--- src/rtl/uart_arb_pkg.sv ---
// Shared definitions for the uart_tx_arbiter slice.
// Contents:
//   state_e          - FSM state encoding (IDLE / TAG / DATA)
//   TAG_BASE_DEFAULT - default base value of the channel tag byte (ASCII '0')
//   tag_byte()       - tag value for a granted channel index
package uart_arb_pkg;

    typedef enum logic [1:0] {
        ST_IDLE = 2'd0,
        ST_TAG  = 2'd1,
        ST_DATA = 2'd2
    } state_e;

    localparam logic [7:0] TAG_BASE_DEFAULT = 8'h30;

    // Tag identifying the source channel on the serial line; wraps modulo 256.
    function automatic logic [7:0] tag_byte(input logic [7:0] base, input logic [7:0] idx);
        return base + idx;
    endfunction

endpackage

--- src/rtl/rr_arbiter.sv ---
// Combinational round-robin pick: returns the first set request bit found when
// searching upward from the pointer, wrapping past NUM_REQ-1 back to 0.
// Ports:
//   req_i   - request vector
//   ptr_i   - index with the highest priority this cycle
//   grant_o - one-hot winner (0 when no request)
//   idx_o   - binary index of the winner
//   valid_o - at least one request present
module rr_arbiter #(
    parameter int NUM_REQ = 4,
    localparam int IDX_W  = (NUM_REQ > 1) ? $clog2(NUM_REQ) : 1
) (
    input  logic [NUM_REQ-1:0] req_i,
    input  logic [IDX_W-1:0]   ptr_i,
    output logic [NUM_REQ-1:0] grant_o,
    output logic [IDX_W-1:0]   idx_o,
    output logic               valid_o
);

    int             pos;
    logic [IDX_W-1:0] pos_idx;

    always_comb begin
        grant_o = '0;
        idx_o   = '0;
        valid_o = 1'b0;
        pos     = 0;
        pos_idx = '0;
        for (int i = 0; i < NUM_REQ; i++) begin
            // Walk positions ptr, ptr+1, ... modulo NUM_REQ; first hit wins.
            pos = int'(ptr_i) + i;
            if (pos >= NUM_REQ) begin
                pos = pos - NUM_REQ;
            end
            pos_idx = IDX_W'(pos);
            if (!valid_o && req_i[pos_idx]) begin
                valid_o          = 1'b1;
                idx_o            = pos_idx;
                grant_o[pos_idx] = 1'b1;
            end
        end
    end

endmodule

--- src/rtl/uart_tx_arbiter.sv ---
// Message-level round-robin arbiter sharing one uart_tx byte sink between
// NUM_REQ requesters. A grant covers a whole message (ended by the owner's
// last flag) or at most MAX_BURST payload bytes, and optionally starts with a
// tag byte TAG_BASE + owner index.
// Ports:
//   i_clk, i_rst   - clock, synchronous active-high reset
//   i_req_data     - byte of requester k at [8k+7:8k]
//   i_req_valid    - requester k presents a byte
//   i_req_last     - requester k's byte ends its message
//   o_req_ready    - byte of requester k accepted when valid & ready
//   o_tx_data      - byte to uart_tx
//   o_tx_valid     - byte valid to uart_tx
//   i_tx_ready     - uart_tx can take a byte
//   o_grant        - one-hot current owner, 0 when idle
//   o_busy         - a grant is in progress
module uart_tx_arbiter
    import uart_arb_pkg::*;
#(
    parameter int         NUM_REQ   = 4,
    parameter int         MAX_BURST = 64,
    parameter bit         TAG_EN    = 1'b1,
    parameter logic [7:0] TAG_BASE  = TAG_BASE_DEFAULT
) (
    input  logic                 i_clk,
    input  logic                 i_rst,
    input  logic [8*NUM_REQ-1:0] i_req_data,
    input  logic [NUM_REQ-1:0]   i_req_valid,
    input  logic [NUM_REQ-1:0]   i_req_last,
    output logic [NUM_REQ-1:0]   o_req_ready,
    output logic [7:0]           o_tx_data,
    output logic                 o_tx_valid,
    input  logic                 i_tx_ready,
    output logic [NUM_REQ-1:0]   o_grant,
    output logic                 o_busy
);

    localparam int IDX_W = (NUM_REQ > 1) ? $clog2(NUM_REQ) : 1;
    localparam int CNT_W = (MAX_BURST > 0) ? $clog2(MAX_BURST + 1) : 1;

    state_e             state_q;
    logic [NUM_REQ-1:0] grant_q;
    logic [IDX_W-1:0]   idx_q;
    logic [IDX_W-1:0]   ptr_q;
    logic [IDX_W-1:0]   ptr_d;
    logic [CNT_W-1:0]   burst_q;

    logic [NUM_REQ-1:0] arb_grant;
    logic [IDX_W-1:0]   arb_idx;
    logic               arb_valid;

    logic [7:0]         own_data;
    logic               own_valid;
    logic               own_last;
    logic               tx_fire;
    logic               burst_end;

    rr_arbiter #(
        .NUM_REQ (NUM_REQ)
    ) u_rr_arbiter (
        .req_i   (i_req_valid),
        .ptr_i   (ptr_q),
        .grant_o (arb_grant),
        .idx_o   (arb_idx),
        .valid_o (arb_valid)
    );

    // Owner's byte stream, selected by the registered grant index.
    assign own_data  = i_req_data[{idx_q, 3'b000} +: 8];
    assign own_valid = i_req_valid[idx_q];
    assign own_last  = i_req_last[idx_q];

    assign tx_fire = o_tx_valid & i_tx_ready;

    // Byte being transferred now is the MAX_BURST-th of this grant.
    assign burst_end = (MAX_BURST != 0) && ((int'(burst_q) + 1) == MAX_BURST);

    // Priority moves to the requester after the winner, wrapping at the top.
    assign ptr_d = (int'(arb_idx) == NUM_REQ - 1) ? '0 : arb_idx + IDX_W'(1);

    assign o_grant = grant_q;
    assign o_busy  = (state_q != ST_IDLE);

    // The DATA path is a straight combinational pass-through so the owner sees
    // uart_tx's ready in the same cycle.
    always_comb begin
        o_tx_valid  = 1'b0;
        o_tx_data   = 8'h00;
        o_req_ready = '0;
        case (state_q)
            ST_TAG: begin
                o_tx_valid = 1'b1;
                o_tx_data  = tag_byte(TAG_BASE, 8'(idx_q));
            end
            ST_DATA: begin
                o_tx_valid  = own_valid;
                o_tx_data   = own_data;
                o_req_ready = grant_q & {NUM_REQ{i_tx_ready}};
            end
            default: ;
        endcase
    end

    always_ff @(posedge i_clk) begin
        if (i_rst) begin
            state_q <= ST_IDLE;
            grant_q <= '0;
            idx_q   <= '0;
            ptr_q   <= '0;
            burst_q <= '0;
        end else begin
            case (state_q)
                ST_IDLE: begin
                    if (arb_valid) begin
                        grant_q <= arb_grant;
                        idx_q   <= arb_idx;
                        ptr_q   <= ptr_d;
                        burst_q <= '0;
                        state_q <= TAG_EN ? ST_TAG : ST_DATA;
                    end
                end
                ST_TAG: begin
                    if (i_tx_ready) begin
                        state_q <= ST_DATA;
                    end
                end
                ST_DATA: begin
                    if (tx_fire) begin
                        burst_q <= burst_q + CNT_W'(1);
                        // Last byte and burst limit on the same byte release once.
                        if (own_last || burst_end) begin
                            state_q <= ST_IDLE;
                            grant_q <= '0;
                        end
                    end
                end
                default: begin
                    state_q <= ST_IDLE;
                    grant_q <= '0;
                end
            endcase
        end
    end

endmodule

--- config.mk ---
export PLATFORM = sky130hd
export DESIGN_NAME = uart_tx_arbiter
export DESIGN_NICKNAME = d
export VERILOG_FILES = /design/src/rtl/uart_arb_pkg.sv /design/src/rtl/rr_arbiter.sv /design/src/rtl/uart_tx_arbiter.sv
export SDC_FILE = /design/constraint.sdc
export NUM_CORES = 1
export LEC_CHECK = 0
export CORE_ASPECT_RATIO = 0.9
export CORE_MARGIN = 2
export CORE_UTILIZATION = 42
export DETAILED_ROUTE_END_ITERATION = 6
export GPL_TIMING_DRIVEN = 0
export PLACE_DENSITY = 0.77
export SLEW_MARGIN = 20
export SYNTH_ARGS = -nofsm -noshare
export SYNTH_HDL_FRONTEND = slang
export SYNTH_SLANG_ARGS = --single-unit
--- constraint.sdc ---
create_clock -name i_clk -period 2.8 [get_ports i_clk]
set_input_delay 0.28 -clock i_clk [delete_from_list [all_inputs] [get_ports i_clk]]
set_output_delay 0.28 -clock i_clk [all_outputs]
set_load 0.05 [all_outputs]
# After elaboration in Yosys (flattened, before gate mapping)
# Cells that the tools add are included.
totals:
  ff_bits: 17
  inputBits: 43
  out_inout_bits: 18
  wordCells: 114
op_classes:
  n_addsub: 11
  magnitude_cmp: 13
  eq_ne: 8
  n_shift: 1
  muxes: 52
  bitwise_logic: 6
  n_reduce_logical: 18
ops:
  columns: ["cell", "count"]
  rows:
  - ["2-to-1 mux 4 bit", 8]
  - ["variable part select 32 x 6 -> 8 bit", 1]
  - ["2-to-1 mux 2 bit", 13]
  - ["one-hot mux 8 bit (2 select lines)", 1]
  - ["< comparator 2 x 3 -> 1 bit (second input constant)", 5]
  - ["2-to-1 mux 1 bit", 14]
  - ["2-to-1 mux 7 bit", 2]
  - ["one-hot mux 7 bit (2 select lines)", 1]
  - ["binary-select mux 1 bit (select 2 bit)", 6]
  - ["OR 4 bit", 3]
  - ["one-hot mux 4 bit (3 select lines)", 1]
  - [">= comparator 3 bit (second input constant)", 3]
  - ["adder 7 x 1 -> 8 bit (second input constant)", 1]
  - ["demux 1 bit (select 2 bit)", 4]
  - ["== test 8 x 7 -> 1 bit (second input constant)", 1]
  - [">= comparator 2 x 1 -> 1 bit (second input constant)", 4]
  - ["inequality test 2 bit (second input constant)", 4]
  - ["AND reduction 4 bit", 2]
  - ["subtractor 2 x 1 -> 2 bit (second input constant)", 4]
  - ["adder 6 x 2 -> 7 bit (first input constant)", 1]
  - ["adder 7 x 1 -> 7 bit (second input constant)", 1]
  - ["logical AND 1 bit", 7]
  - ["adder 2 x 2 -> 3 bit (second input constant)", 2]
  - ["one-hot mux 2 bit (3 select lines)", 1]
  - ["15 further kinds", 19]

# Longest topological paths before layout
# Gate-level depths: netlist (run 1).
logic_depth:
  depth_word: 16
  depth_mapped: 9

# Hierarchy
# From an unflattened synthesis (run 1), not the netlist that was laid out.
unflattened:
  cells_unflattened: 197
  area_unflattened_um2: 1740.4
modules_own_cells:
  columns: ["module", "instances", "cells_per_inst", "area_per_inst_um2"]
  rows:
  - ["uart_tx_arbiter", 1, 152, 1318.8]
  - ["rr_arbiter", 1, 45, 421.7]

# Worst setup path after synthesis (run 1)
# No wires, ideal clock.
synth_path:
  path_kind: "reg-to-reg"
  startpoint: "register with a tool-made name"
  endpoint: "register ptr_q[1]"
  setup_ns: 0.112
  arrival_time_ns: 2.526
  path_slack_ns: 0.162
  stages_incl_launch_ff: 10
  path_buffers: 2
  synth_period_minus_slack_ns: 2.638
  path_cell_list: "dfxtp_1 buf_2 inv_1 ha_1 buf_2 mux2_2 a21o_1 a211oi_2 a211oi_1 a2111oi_1"
synth_lines:
  columns: ["item", "line_no", "rtl"]
  rows:
  - ["end signal, assigned", "uart_tx_arbiter.sv:116", "ptr_q <= ptr_d;"]
  - ["end, declared", "uart_tx_arbiter.sv:43", "logic [IDX_W-1:0] ptr_q;"]

# Final worst setup path (run 1)
layout_path:
  startpoint: "register idx_q[0]"
  endpoint: "output port o_tx_data[3]"
layout_between:
  elab_chain_len: 2
layout_rtl:
  columns: ["item", "line_no", "rtl"]
  rows:
  - ["start, declared", "uart_tx_arbiter.sv:42", "logic [IDX_W-1:0] idx_q;"]
  - ["start signal, assigned", "uart_tx_arbiter.sv:115", "idx_q <= arb_idx;"]
  - ["variable part select 32 x 6 -> 8 bit or adder 6 x 2 -> 7 bit (tied branches)", "uart_tx_arbiter.sv:68, uart_arb_pkg.sv:18", null]
  - ["one-hot mux 8 bit (2 select lines) (*)", "uart_tx_arbiter.sv:89", "case (state_q)"]
  - ["end, declared", "uart_tx_arbiter.sv:30", "output logic [7:0] o_tx_data,"]
# Mark *: on every way between the ends. The rest lies on a longest branch, timed or not.

==> metrics, run 1 <==
ratio of final minimum period to clock period=0.962; Antenna Cells=0; PwrDens=845 nW/um^2; slew at the pin closest to its max-slew limit=0.586 ns; skew final=0.00609 ns; core area=4160 sq um; crit path launch=idx_q[0]$_SDFFE_PP0P_; GP Congestion=0.814; top area cells in the synthesized netlist=dfxtp_1, mux4_2, ha_1; IO Pins=61; Async SR Flop Fraction=0; RSZ-0062 raised after global routing=false; vias in the first global route=1860; synth warn=0; leakage power=1.06 nW; max cap viols=0; CTS tree=done; Port Buf Inserts=60; maximum VDD drop=0.402 mV; via count=1907; outcome=finished clean; met2 WL=2220 um; Arr. time, crit path=2.41 ns; Netlist cell types=48; CTS Buffer Depth=2; crit path max fanout=10; Clock Latency Late Sink=0.25 ns; Setup Crit Path Kind=reg2out; Synth area leader=dfxtp_1; Root Buffer=clkbuf_8; die area=4960 sq um; Slew HR=0.599; max-slew violations=0; Clock Sinks=17; post-layout net count=336; Initial Utilization=0.446; HP Start=burst_q[6]$_SDFFE_PP0P_; worst hold path type=reg2reg; initial antenna violation count=0; Tmin final=2.69 ns; Vert. Die Dim=67.0 um; First DRT Iteration DRCs=131; drt wl/cell=14.8 um; layout cell share with drive strength beyond 1=0.143; share of the synthesized area in the top cell type=0.184; crit start category=flop; first-pass GRT wire length=8250 um; Global Route Usage Sum=0.211; area grow syn2layout=42.5%; Synth Flop Type=dfxtp_1; Seq cells post-synth=17; Worst R2R Setup Slack=0.16 ns; fillcell total=346; Required @ worst endpoint=2.52 ns; Final Util=0.635; DRT met1 WL=2290 um; Highest Clock Rate=371 MHz; Final Non-Filler Cells=339; drc violations=0; area of the multi-input gates=1440 sq um; GR Overflow Total=0; final hold vios=0; DR vias/cell=5.63; Seq/Total Area, Yosys=0.184; largest net degree at the start of global routing=11; detailed-route wire length=5010 um; metal3 WL=434 um; sequential cell area=345 sq um; # hold bufs at CTS=0; DPL Wire Length=3870 um; Die Width=74.0 um; Max Used Layer=met4; drt pass-1 iters=5; Setup-failing EPs final=0; CP endpoint kind=output pin; Final ANT Viol Nets=0; CTS clk-pin slew, worst paths=0.07 ns; htree depth=1; Core Rows=22; Syn Nets=269; Post-synth EDFFs=0; Total Power=0.00223 W; Num CTS Buffers=3; DP Cell Count=333; Syn Inst Count=213; Post-Synthesis Cell Area=1850 sq um; Syn Area/Cell=8.70 sq um
## cell type report
type                            count  share of cell area
Buffer                             14              0.0289
Clock buffer                        3              0.0156
Clock inverter                      1             0.00189
Inverter                            7              0.0114
Multi-Input combinational cell    175               0.545
Sequential cell                    17               0.131
Tap cell                           60              0.0284
Timing Repair Buffer               62               0.238
## final timing paths
path / end / depth (start not counted)
worst max-delay path: o_tx_data[3] / 4
worst max register to register: ptr_q[1]$_SDFFE_PP0P_ / 9
worst min-delay path: burst_q[6]$_SDFFE_PP0P_ / 2
worst min register to register: burst_q[6]$_SDFFE_PP0P_ / 2
## metrics by stage
stage	instance area [sq um]	setup slack, ns	hold WS [ns]	setup TNS, ns
3_3_place_gp	2530	-0.323	0.472	-1.25
4_1_cts	2600	0.0130	0.498	0
2_1_floorplan	1850	0.162	0.460	0
5_1_grt	2640	0.00198	0.520	0
6_report	2640	0.106	0.496	0
3_5_place_dp	2530	-0.303	0.488	-1.38
## placed cells by master, fill, tap and decap left out, drive strengths merged, types with 2 or more instances in the layout
master         count
a2111oi            3
a211oi             3
a21oi             10
a222oi             4
a311oi             4
and2               4
and3               6
buf                9
clkbuf            10
clkdlybuf4s50     55
dfxtp             17
dlymetal6s2s       5
ha                13
inv                6
mux2               6
mux2i             14
mux4              10
nand2             16
nand2b            11
nand3              4
nor2              16
nor2b              7
nor3               3
nor3b              2
nor4               2
o2111ai            2
o21a              11
o21ai              9
o31ai              3
or4b               2
## logic make-up after synthesis
family                   synth area share
flip-flops                          0.184
XOR/XNOR                          0.00473
AO/OA/AOI/OAI                       0.224
multiplexers                        0.234
adder cells (fa/ha/maj)            0.0878
buffers and inverters              0.0479
AND/OR/NAND/NOR                     0.218
## per-layer routing
metal | GRT usage | up-vias
met2 | 0.339 | 95
li1 | - | 940
met4 | 0.0682 | 0
met1 | 0.280 | 864
met5 | 0 | -
met3 | 0.0454 | 8
## registers in the layout, indices dropped and copies added, names as in the netlist, named ones only
signal,flops
o_grant,4
state_q,2
idx_q,2
burst_q,7
ptr_q,1
## worst max-delay path: stages (launching register included)
cell             delay [ns]
dfxtp_1                0.45
buf_2                  0.33
mux4_2                 0.53
nor2b_1                0.14
clkdlybuf4s50_1        0.71
## timing repair
action                     4_1_cts  5_1_grt
gates cloned                     0        0
setup endpoints to repair        5       11
setup buffers                    0        2
resized for setup                5       13
pin swaps                        0        2
## Yosys cell counts (all sizes together), types with 3 or more instances
| cell type | number |
|---|---|
| a2111oi | 3 |
| a211oi | 3 |
| a21oi | 10 |
| a222oi | 4 |
| a311oi | 4 |
| and2 | 4 |
| and3 | 6 |
| buf | 9 |
| clkbuf | 5 |
| dfxtp | 17 |
| ha | 13 |
| inv | 7 |
| mux2 | 6 |
| mux2i | 14 |
| mux4 | 10 |
| nand2 | 16 |
| nand2b | 11 |
| nand3 | 4 |
| nor2 | 16 |
| nor2b | 7 |
| nor3 | 3 |
| o21a | 11 |
| o21ai | 9 |
| o31ai | 3 |
## report_power, final
group	internal (W)	switching, W	total (W)
Sequential	0.000314	0.0000806	0.000395
Clock	0.0000987	0.0000863	0.000185
Combinational	0.000722	0.000930	0.00165
No activity file was read; power rests on OpenSTA's default activity.
==> run 2, diff against run 1 <==
--- a/config.mk
+++ b/config.mk
@@ -7,11 +7,12 @@
 export LEC_CHECK = 0
 export CORE_ASPECT_RATIO = 0.9
 export CORE_MARGIN = 2
-export CORE_UTILIZATION = 42
+export CORE_UTILIZATION = 41
 export DETAILED_ROUTE_END_ITERATION = 6
 export GPL_TIMING_DRIVEN = 0
 export PLACE_DENSITY = 0.77
-export SLEW_MARGIN = 20
+export SLEW_MARGIN = 10
 export SYNTH_ARGS = -nofsm -noshare
 export SYNTH_HDL_FRONTEND = slang
+export SYNTH_HIERARCHICAL = 1
 export SYNTH_SLANG_ARGS = --single-unit
==> run 2 against run 1 <==
Critical path depth increased by 1. Power decreased by 11%. Core utilization decreased by 2.0 points. Hold slack got worse by 0.050 ns. Highest routed layer is now met3. Clock power increased by 3%.
==> metrics, run 2 <==
GR Overflow Total=0; maximum VDD drop=0.413 mV; Adder-Cell Fraction of Synth Area=0.0791; DR vias/cell=5.64; Simple-Gate Fraction of Synth Area=0.236; Synth Area in XOR/XNOR=0; area of the multi-input gates=1350 sq um; Initial Utilization=0.427; CP endpoint kind=output pin; skew final=0.00936 ns; max-slew violations=0; Highest Clock Rate=372 MHz; Setup-failing EPs final=0; drc violations=0; share of the synthesized area in the top cell type=0.196; crit path max fanout=10; Tmin final=2.69 ns; count leader, synth=nand2_1; Pint=0.00103 W; top area cells in the synthesized netlist=dfxtp_1, mux4_2, ha_1; outcome=finished clean; Post-Synthesis Cell Area=1740 sq um; core area=4070 sq um; Syn Nets=251; Antenna Cells=0; largest register by flop count=burst_q; Arr. time, crit path=2.41 ns; R2R cell count=12; slew at the pin closest to its max-slew limit=0.517 ns; Seq cells post-synth=17; largest net degree at the start of global routing=11; Reg power frac=0.178; leakage power=1.02 nW; Seq/Total Area, Yosys=0.196; DPL Wire Length=3400 um; Async SR Flop Fraction=0; commonest non-fill, non-tap cell in the layout=clkdlybuf4s50_1; area grow syn2layout=44.1%; detailed-route wire length=4210 um; post-layout net count=317; crit start category=flop; Critical R2R Launch=ptr_q[0]$_SDFFE_PP0P_; htree depth=1; IO Pins=61; Final Util=0.616; initial antenna violation count=0; Post-synth EDFFs=0; Hold Path Depth=2; Final Non-Filler Cells=310; Hold Path End=burst_q[3]$_SDFFE_PP0P_; final hold vios=0; Reg2Reg Capture Point=o_grant[3]$_SDFFE_PP0P_; fillcell total=365; vias in the first global route=1629; Die Width=72.7 um; Worst R2R Setup Slack=0.20 ns; GP Congestion=0.811; Global Route Usage Sum=0.180; Setup TNS Final=0 ns; Clock Latency Late Sink=0.26 ns; Clock Sinks=17; Syn Area/Cell=8.83 sq um; RSZ-0062 raised after global routing=false; max cap viols=0; Core Rows=22; CTS Buffer Depth=2; First DRT Iteration DRCs=70; layout cell share with drive strength beyond 1=0.141; Slew HR=0.655; worst hold path type=in2reg; Sw Share=0.481; Root Buffer=clkbuf_8; Synth Area in Compound Gates=0.211; largest family of logic cells by synthesized area=simple AND/OR/NAND/NOR gates; HP Start=i_rst; via count=1747; Num CTS Buffers=3; drt pass-1 iters=4; Setup Crit Path Kind=reg2out; Port Buf Inserts=59; CTS clk-pin slew, worst paths=0.07 ns; Post-synth top cells=nand2_1, dfxtp_1, a21oi_1, o21ai_0; Netlist cell types=44; die area=4780 sq um; CTS tree=done; commonest cells after routing, fill and taps aside=clkdlybuf4s50_1, nand2_1, a21oi_1, dfxtp_1, o21ai_0; Logic pwr share=0.726; synth warn=6; Final ANT Viol Nets=0; first-pass GRT wire length=6930 um; Syn Inst Count=197; Synth area leader=dfxtp_1; Synth Flop Type=dfxtp_1; ratio of final minimum period to clock period=0.959; power share of the clock group=0.096; NetSw=0.000953 W; mux cell area share after synthesis=0.230; PwrDens=790 nW/um^2; Largest register FFs=7; Vert. Die Dim=65.8 um; DP Cell Count=304; Required @ worst endpoint=2.52 ns; drt wl/cell=13.6 um; sequential cell area=345 sq um
==> run 2: cell types whose count changed after synthesis, sizes merged, moves of 5 or more <==
cell / delta
o21a: -9
nand3: +5
a22oi: +7
a21oi: +5
nor2: -5
==> run 2: power by group through the flow <==
stage | Sequential (W) | Combinational, W | Clock [W]
after floorplan | 0.000402 | 0.000997 | 0
after global placement | 0.000351 | 0.00138 | 0
after detailed placement | 0.000355 | 0.00140 | 0
after CTS | 0.000352 | 0.00141 | 0.000194
after global routing | 0.000363 | 0.00157 | 0.000203
final | 0.000353 | 0.00144 | 0.000190
==> run 2: metrics by stage <==
| stage | setup slack [ns] | hold WS (ns) | power, W | instance area (sq um) |
|---|---|---|---|---|
| after global routing | 0.00877 | 0.465 | 0.00214 | 2510 |
| after floorplan | 0.199 | 0.454 | 0.00140 | 1740 |
| after global placement | -0.148 | 0.470 | 0.00173 | 2390 |
| final | 0.114 | 0.446 | 0.00198 | 2510 |
| after CTS | 0.0131 | 0.458 | 0.00195 | 2440 |
| after detailed placement | -0.179 | 0.484 | 0.00175 | 2390 |
==> run 2: cells by family after synthesis <==
group | count (synthesis)
flops | 17
fa+ha+maj | 11
simple gates | 74
compound gates | 53
mux | 24
buf+inv | 18
==> run 2: worst max path at each step <==
| stage | cells after the start | end | start |
|---|---|---|---|
| after global placement | 11 | burst_q[3]$_SDFFE_PP0P_ | ptr_q[1]$_SDFFE_PP0P_ |
| after CTS | 12 | burst_q[3]$_SDFFE_PP0P_ | ptr_q[0]$_SDFFE_PP0P_ |
| after global routing | 5 | o_tx_data[6] | idx_q[0]$_SDFFE_PP0P_ |
| after detailed placement | 11 | burst_q[3]$_SDFFE_PP0P_ | ptr_q[1]$_SDFFE_PP0P_ |
| after floorplan | 12 | burst_q[3]$_SDFFE_PP0P_ | ptr_q[0]$_SDFFE_PP0P_ |
| final | 5 | o_tx_data[6] | idx_q[0]$_SDFFE_PP0P_ |
==> run 2: what timing repair did <==
action / 4_1_cts / 5_1_grt
endpoints found under the setup margin: 13 / 26
pin swaps: 0 / 1
resized for setup: 4 / 15
buffers inserted: 0 / 2
gates cloned: 0 / 0
hold buffers: 0 / 0
==> run 2: worst max-delay path, stage by stage, from the launching register on <==
cell	delay, ns
dfxtp_1	0.30
buf_2	0.17
buf_2	0.30
mux4_2	0.52
nor2b_1	0.14
clkdlybuf4s50_1	0.71
==> run 2: area by class of cell <==
type / instances / share of cell area
plain buffers: 10 / 0.0224
clock inverters: 1 / 0.00200
clock buffers: 3 / 0.0165
multi-input cells: 162 / 0.537
repair buffers: 61 / 0.248
inverters: 8 / 0.0120
well taps: 48 / 0.0239
flip-flops and latches: 17 / 0.138
==> run 2: per-layer routing <==
layer / global-route usage / wire, um
met1: 0.223 / 1880
met2: 0.315 / 1990
met3: 0.0625 / 342
met4: 0.0139 / 0
met5: 0 / 0
